===== config.mk =====
export PLATFORM = sky130hd
export DESIGN_NAME = hilo_div_ctrl
export DESIGN_NICKNAME = d
export VERILOG_FILES = /design/src/rtl/hilo_div_ctrl_pkg.sv /design/src/rtl/hilo_div_ctrl.sv
export SDC_FILE = /design/constraint.sdc
export NUM_CORES = 1
export LEC_CHECK = 0
export ABC_AREA = 1
export CAP_MARGIN = 15
export CORE_MARGIN = 2
export CORE_UTILIZATION = 40
export DETAILED_ROUTE_END_ITERATION = 6
export PLACE_DENSITY = 0.73
export SLEW_MARGIN = 20
export SYNTH_ARGS = -nofsm -noshare
export SYNTH_HDL_FRONTEND = slang
export SYNTH_SLANG_ARGS = --single-unit

===== constraint.sdc =====
create_clock -name clk -period 1.5 [get_ports clk]
set_input_delay 0.3 -clock clk [delete_from_list [all_inputs] [get_ports clk]]
set_output_delay 0.3 -clock clk [all_outputs]
set_load 0.01 [all_outputs]

===== src/rtl/hilo_div_ctrl_pkg.sv =====
// hilo_div_ctrl_pkg: opcodes, state encoding and op decode
// helpers shared by the HI/LO divide sequencer and its users.
package hilo_div_ctrl_pkg;

   localparam int CPU_REG_WIDTH = 32;

   typedef enum logic [2:0] {
      OP_DIV  = 3'd0,
      OP_DIVU = 3'd1,
      OP_MTHI = 3'd2,
      OP_MTLO = 3'd3,
      OP_MFHI = 3'd4,
      OP_MFLO = 3'd5
   } hilo_op_e;

   typedef enum logic [1:0] {
      S_IDLE  = 2'd0,
      S_START = 2'd1,
      S_WAIT  = 2'd2
   } hilo_state_e;

   function automatic logic op_is_div(logic [2:0] op);
      return (op == OP_DIV) || (op == OP_DIVU);
   endfunction

   function automatic logic op_is_mthi(logic [2:0] op);
      return op == OP_MTHI;
   endfunction

   function automatic logic op_is_mtlo(logic [2:0] op);
      return op == OP_MTLO;
   endfunction

   function automatic logic op_is_mfhi(logic [2:0] op);
      return op == OP_MFHI;
   endfunction

   function automatic logic op_is_mflo(logic [2:0] op);
      return op == OP_MFLO;
   endfunction

endpackage


===== src/rtl/hilo_div_ctrl.sv =====
// hilo_div_ctrl: owns HI/LO, sequences the external long
// divider and stalls execute while a division is in flight.
module hilo_div_ctrl
   import hilo_div_ctrl_pkg::*;
#(
   parameter int WIDTH = CPU_REG_WIDTH
) (
   input  logic               clk,
   input  logic               nrst,
   input  logic               op_valid,
   input  logic [2:0]         op,
   input  logic [WIDTH-1:0]   rs,
   input  logic [WIDTH-1:0]   rt,
   input  logic               cancel,
   output logic               stall,
   output logic [WIDTH-1:0]   rd_data,
   output logic               div_start,
   output logic               div_signd,
   output logic [WIDTH-1:0]   div_dividend,
   output logic [WIDTH-1:0]   div_divider,
   input  logic               div_ready,
   input  logic [2*WIDTH-1:0] div_remquot
);

   hilo_state_e      state;
   logic [WIDTH-1:0] hi;
   logic [WIDTH-1:0] lo;

   logic idle;
   logic take;
   logic is_div;
   logic is_mthi;
   logic is_mtlo;
   logic is_mfhi;
   logic is_mflo;

   assign idle    = (state == S_IDLE);
   assign take    = op_valid & ~cancel & idle;
   assign stall   = op_valid & ~cancel & ~idle;

   assign is_div  = op_is_div(op);
   assign is_mthi = op_is_mthi(op);
   assign is_mtlo = op_is_mtlo(op);
   assign is_mfhi = op_is_mfhi(op);
   assign is_mflo = op_is_mflo(op);

   always_comb begin
      rd_data = '0;
      if (take) begin
         unique case (1'b1)
            is_mfhi: rd_data = hi;
            is_mflo: rd_data = lo;
            default: rd_data = '0;
         endcase
      end
   end

   // Operand latches stay put until the next accepted DIV so the
   // divider's sign correction sees stable inputs throughout.
   always_ff @(posedge clk or negedge nrst) begin
      if (!nrst) begin
         state        <= S_IDLE;
         hi           <= '0;
         lo           <= '0;
         div_start    <= 1'b0;
         div_signd    <= 1'b0;
         div_dividend <= '0;
         div_divider  <= '0;
      end else begin
         div_start <= 1'b0;
         unique case (state)
            S_IDLE: begin
               if (take) begin
                  unique case (1'b1)
                     is_div: begin
                        div_dividend <= rs;
                        div_divider  <= rt;
                        div_signd    <= (op == OP_DIV);
                        div_start    <= 1'b1;
                        state        <= S_START;
                     end
                     is_mthi: hi <= rs;
                     is_mtlo: lo <= rs;
                     default: ;
                  endcase
               end
            end
            S_START: begin
               state <= cancel ? S_IDLE : S_WAIT;
            end
            S_WAIT: begin
               if (cancel) begin
                  state <= S_IDLE;
               end else if (div_ready) begin
                  hi    <= div_remquot[2*WIDTH-1:WIDTH];
                  lo    <= div_remquot[WIDTH-1:0];
                  state <= S_IDLE;
               end
            end
            default: state <= S_IDLE;
         endcase
      end
   end

endmodule

# [Yosys cells after proc, flatten, opt, wreduce, memory -nomap -nowiden]
# Index checks and enable logic that the tools add are counted.
[word_totals] register_bits=132 input_bits=136
[op_classes] eq_ne=14 n_mux=21 n_bitwise=5 n_reduce_logical=8
[op_table] cell="32-bit two-way mux" count=9
[op_table] cell="32-bit one-hot mux with 2 select lines" count=3
[op_table] cell="2-bit two-way mux" count=5
[op_table] cell="5-bit AND reduction" count=2
[op_table] cell="2-bit by 1-bit != test with 1-bit output (second input constant)" count=4
[op_table] cell="3-bit by 2-bit equality test with 1-bit output (second input constant)" count=2
[op_table] cell="3-bit equality test (second input constant)" count=2
[op_table] cell="2-bit one-hot mux with 3 select lines" count=1
[op_table] cell="3-bit AND reduction" count=2
[op_table] cell="2-bit != test (second input constant)" count=2
[op_table] cell="1-bit bitwise AND" count=3
[op_table] cell="3-bit by 1-bit equality test with 1-bit output (second input constant)" count=1
[op_table] cell="3-bit logical NOT" count=1
[op_table] cell="1-bit two-way mux" count=3
[op_table] cell="3-bit != test (second input constant)" count=1
[op_table] cell="2-bit by 1-bit equality test with 1-bit output (second input constant)" count=1
[op_table] cell="2-bit equality test (second input constant)" count=1
[op_table] cell="2-bit logical NOT" count=1
[op_table] cell="1-bit NOT" count=2
[op_table] cell="2-bit nonzero test" count=1
[op_table] cell="1-bit logical OR" count=1

# [Logic depth before layout (Yosys ltp)]
[depth] ltp_word=5 mapped_depth=8 ltp_nobuf=7

# [Least setup slack after synthesis]
# OpenSTA, ideal clock, no wires.
[synth_timing] path_type="input port to output port" from="input op[2]" to="output rd_data[10]" t_arrival_ps=1160 setup_slack_ps=40 stages=6 path_cell_list="buf_2 > inv_2 > nor3_2 > buf_2 > nand2_1 > a21oi_1"
[synth_via] elab_chain_len=3
[synth_lines] element="start, declared" line_no="hilo_div_ctrl.sv:11" source="input logic [2:0] op,"
[synth_lines] element="3-bit equality test (on tied branches)" line_no="hilo_div_ctrl_pkg.sv:39, hilo_div_ctrl_pkg.sv:35"
[synth_lines] element="32-bit one-hot mux with 2 select lines *" line_no="hilo_div_ctrl.sv:50" source="unique case (1'b1)"
[synth_lines] element="32-bit two-way mux *" line_no="hilo_div_ctrl.sv:49" source="if (take) begin"
[synth_lines] element="end, declared" line_no="hilo_div_ctrl.sv:16" source="output logic [WIDTH-1:0] rd_data,"
# Every way passes the cells marked *; elsewhere a longest branch is shown, timed or not.

# [Final worst setup path]
[layout_timing] from="register state[0]" to="output rd_data[29]"
[layout_via] elab_chain_len=3
[layout_lines] element="start, declared" line_no="hilo_div_ctrl.sv:25" source="hilo_state_e state;"
[layout_lines] element="start signal, assigned" line_no="hilo_div_ctrl.sv:89" source="state <= cancel ? S_IDLE : S_WAIT;"
[layout_lines] element="2-bit logical NOT" line_no="hilo_div_ctrl.sv:37" source="assign idle = (state == S_IDLE);"
[layout_lines] element="1-bit bitwise AND" line_no="hilo_div_ctrl.sv:38" source="assign take = op_valid & ~cancel & idle;"
[layout_lines] element="32-bit two-way mux" line_no="hilo_div_ctrl.sv:49"
# Every way passes these cells.

==> results_dict.tcl <==
set metrics [dict create \
    dp_slack_ps -896 \
    ant_nets 0 \
    muxShareOfSynthArea 0 \
    area_growth_pct 50.8 \
    outcome "finished with violations" \
    maxSlewHeadroom 0.722 \
    port_buffers 234 \
    syn-num-nets 1007 \
    rsz0062_at_grt "yes" \
    synth_compound_area_frac 0.0746 \
    gp_congestion 0.856 \
    grt_pass1_wl_um 35100 \
    synth_edf_count 0 \
    leakagePower_nw 5.13 \
    cp.arrival_ps 1490 \
    floorplan.initialDensity 0.411 \
    wl_per_cell_um 16.1 \
    dr.pass1.iters 5 \
    drive_gt1_frac 0.127 \
    synth-xor-area-share 0 \
    placementRows 46 \
    cp-start-kind "flip-flop" \
    tightest_slew_ps 417 \
    netlist.area_leader.share 0.502 \
    fin_crit_ps 1790 \
    grtUsageMet2 0.412 \
    antenna_found_initial 1 \
    ys_ff_latch 132 \
    synth_warnings 0 \
    nFillCells 1472 \
    cts.htree.levels 4 \
    yosysTopAreaCell "dfrtp_1" \
    synth_area_um2 6580 \
    drc 0 \
    cts.sinks 132 \
    layout_setup_ws_ps -290 \
    met3_usage 0.0696 \
    cap_violations 0 \
    ys_types 19 \
    end_kind "output pin" \
    yosysSeqAreaShare 0.502 \
    fin_setup_tns_ps -15820 \
    cts.clk_slew.worst_paths_ps 60 \
    synthMostInstantiatedCell "nand2_1" \
    io_pins 235 \
    min_period_over_period 1.19 \
    hp-class "input pin to asynchronous set/reset pin" \
    postSynthAreaPerCell_um2 7.55 \
    drt-total-wl_um 21400 \
    chipWidth_um 132 \
    setup_violations 98 \
    final_net_count 1239 \
    yosys.area_share.adder 0 \
    clock_skew_ps 11.3 \
    ir_worst_vdd_uv 757 \
    cts_buffer_depth 2 \
    violations "setup timing" \
    die_area_um2 17500 \
    numCtsBuffers 17 \
    core_um2 16000 \
    synth-main-ff-cell "dfrtp_1" \
    async_flop_share 1.00 \
    clk_latency_ps 420 \
    vias_per_cell 5.00 \
    critical_path_class "flip-flop to output pin" \
    synth-simple-area-share 0.327 \
    grt_max_degree 42 \
    root_buffer "clkbuf_16" \
    cp.required_ps 1200 \
    place_hpwl_um 14900 \
    fp.dieH_um 132 \
    cts_tree "yes" \
    synthCells 871 \
    num_vias 6668 \
    slew_violations 0 \
    path_max_fanout 14 \
    grt_pass1_vias 6602 \
    hold_slack_ps 370 \
    gr-max-usage-layer "met2" \
    grt_usage 0.253 \
    clock.fmax_ghz 0.559 \
    synth_top_family_by_area "simple AND/OR/NAND/NOR gates" \
    design_area_um2 9910 \
    synthTopCellsByArea "dfrtp_1 50%, nand2_1 19%, nand3_1 10%" \
    power_density_nw_per_um2 1190 \
    yosys-top-cells-count "330 x nand2_1, 132 x dfrtp_1, 131 x nand3_1" \
    utilization 0.620 \
    gr-total-overflow 0 \
    place_area_um2 9380 \
    grt_util_met1 0.327 \
    finalHoldViolations 0 \
    drt_iter0_markers 489 \
]
==> critical path: stages, from the launching register on <==
cell     delay (ps)
dfrtp_1         400
nor2_4          140
nand2_4          80
buf_12          160
a21oi_2         120
buf_2           150
==> registers in the layout, summed over array words and instances (netlist names) <==
name,cells
div_signd,1
hi,32
state,2
div_divider,32
lo,32
div_start,1
div_dividend,32
==> logic make-up (layout without fill, tap and decap cells) <==
group                  after synthesis  after routing
AO/OA/AOI/OAI                       98             98
flip-flops                         132            132
buffers and inverters              140            385
other                                0              1
AND/OR/NAND/NOR                    501            501
==> metrics by stage <==
step                cells  power (mW)
finish               1333        11.8
floorplan             871        6.00
detailed placement   1297        7.68
CTS                  1332        11.9
global route         1333        12.5
global placement     1297        7.62
==> area by class of cell <==
class	instances	area [µm²]	share of cell area
inverter	73	274	0.0276
clock buffer	19	443	0.0447
timing repair buffer	280	2690	0.272
multi-input combinational	599	2740	0.277
tap	216	270	0.0273
antenna	1	2.50	0.000252
sequential	132	3300	0.333
clock inverter	13	183	0.0184
==> cells in the final DEF (no fill, tap or decap), types with 24 or more instances in the layout <==
cell	Yosys	routed
buf_2	42	35
buf_4	0	24
clkdlybuf4s50_1	0	131
dfrtp_1	132	131
dlygate4sd2_1	0	66
inv_1	71	69
nand2_1	330	329
nand3_1	131	131
nand4_1	32	32
o21ai_0	61	61
==> final timing paths <==
check                                      from                          to  slack [ps]  cells after the start
max in group asynchronous                  nrst           lo[7]$_DFFE_PN0P_         600                      3
min                                        nrst           hi[6]$_DFFE_PN0P_         370                      2
max                        state[0]$_DFFE_PN0P_                 rd_data[29]        -290                      5
min reg2reg                  lo[28]$_DFFE_PN0P_          lo[28]$_DFFE_PN0P_         470                      2
max reg2reg                state[1]$_DFFE_PN0P_          hi[11]$_DFFE_PN0P_        -150                      9
min in group clk                          rt[3]  div_divider[3]$_DFFE_PN0P_         430                      3
==> power breakdown <==
part | switching (mW) | internal [mW] | total, mW
Combinational | 1.30 | 1.21 | 2.51
Sequential | 0.475 | 4.40 | 4.87
Clock | 1.60 | 2.82 | 4.42
==> layer usage <==
layer	part of all wire	wire, µm	vias up
met4	0.021	459	0
li1	-	-	3273
met3	0.089	1900	38
met1	0.41	8880	3040
met5	0	0	-
met2	0.48	10200	317
==> timing repair <==
action	in CTS	in global routing
pin swaps	2	3
hold endpoints to repair	34	0
setup buffers	2	0
resized for setup	221	9
endpoints found under the setup margin	205	101
gates cloned	1	0
hold buffers	1	0
No activity file was read; power rests on OpenSTA's default activity.
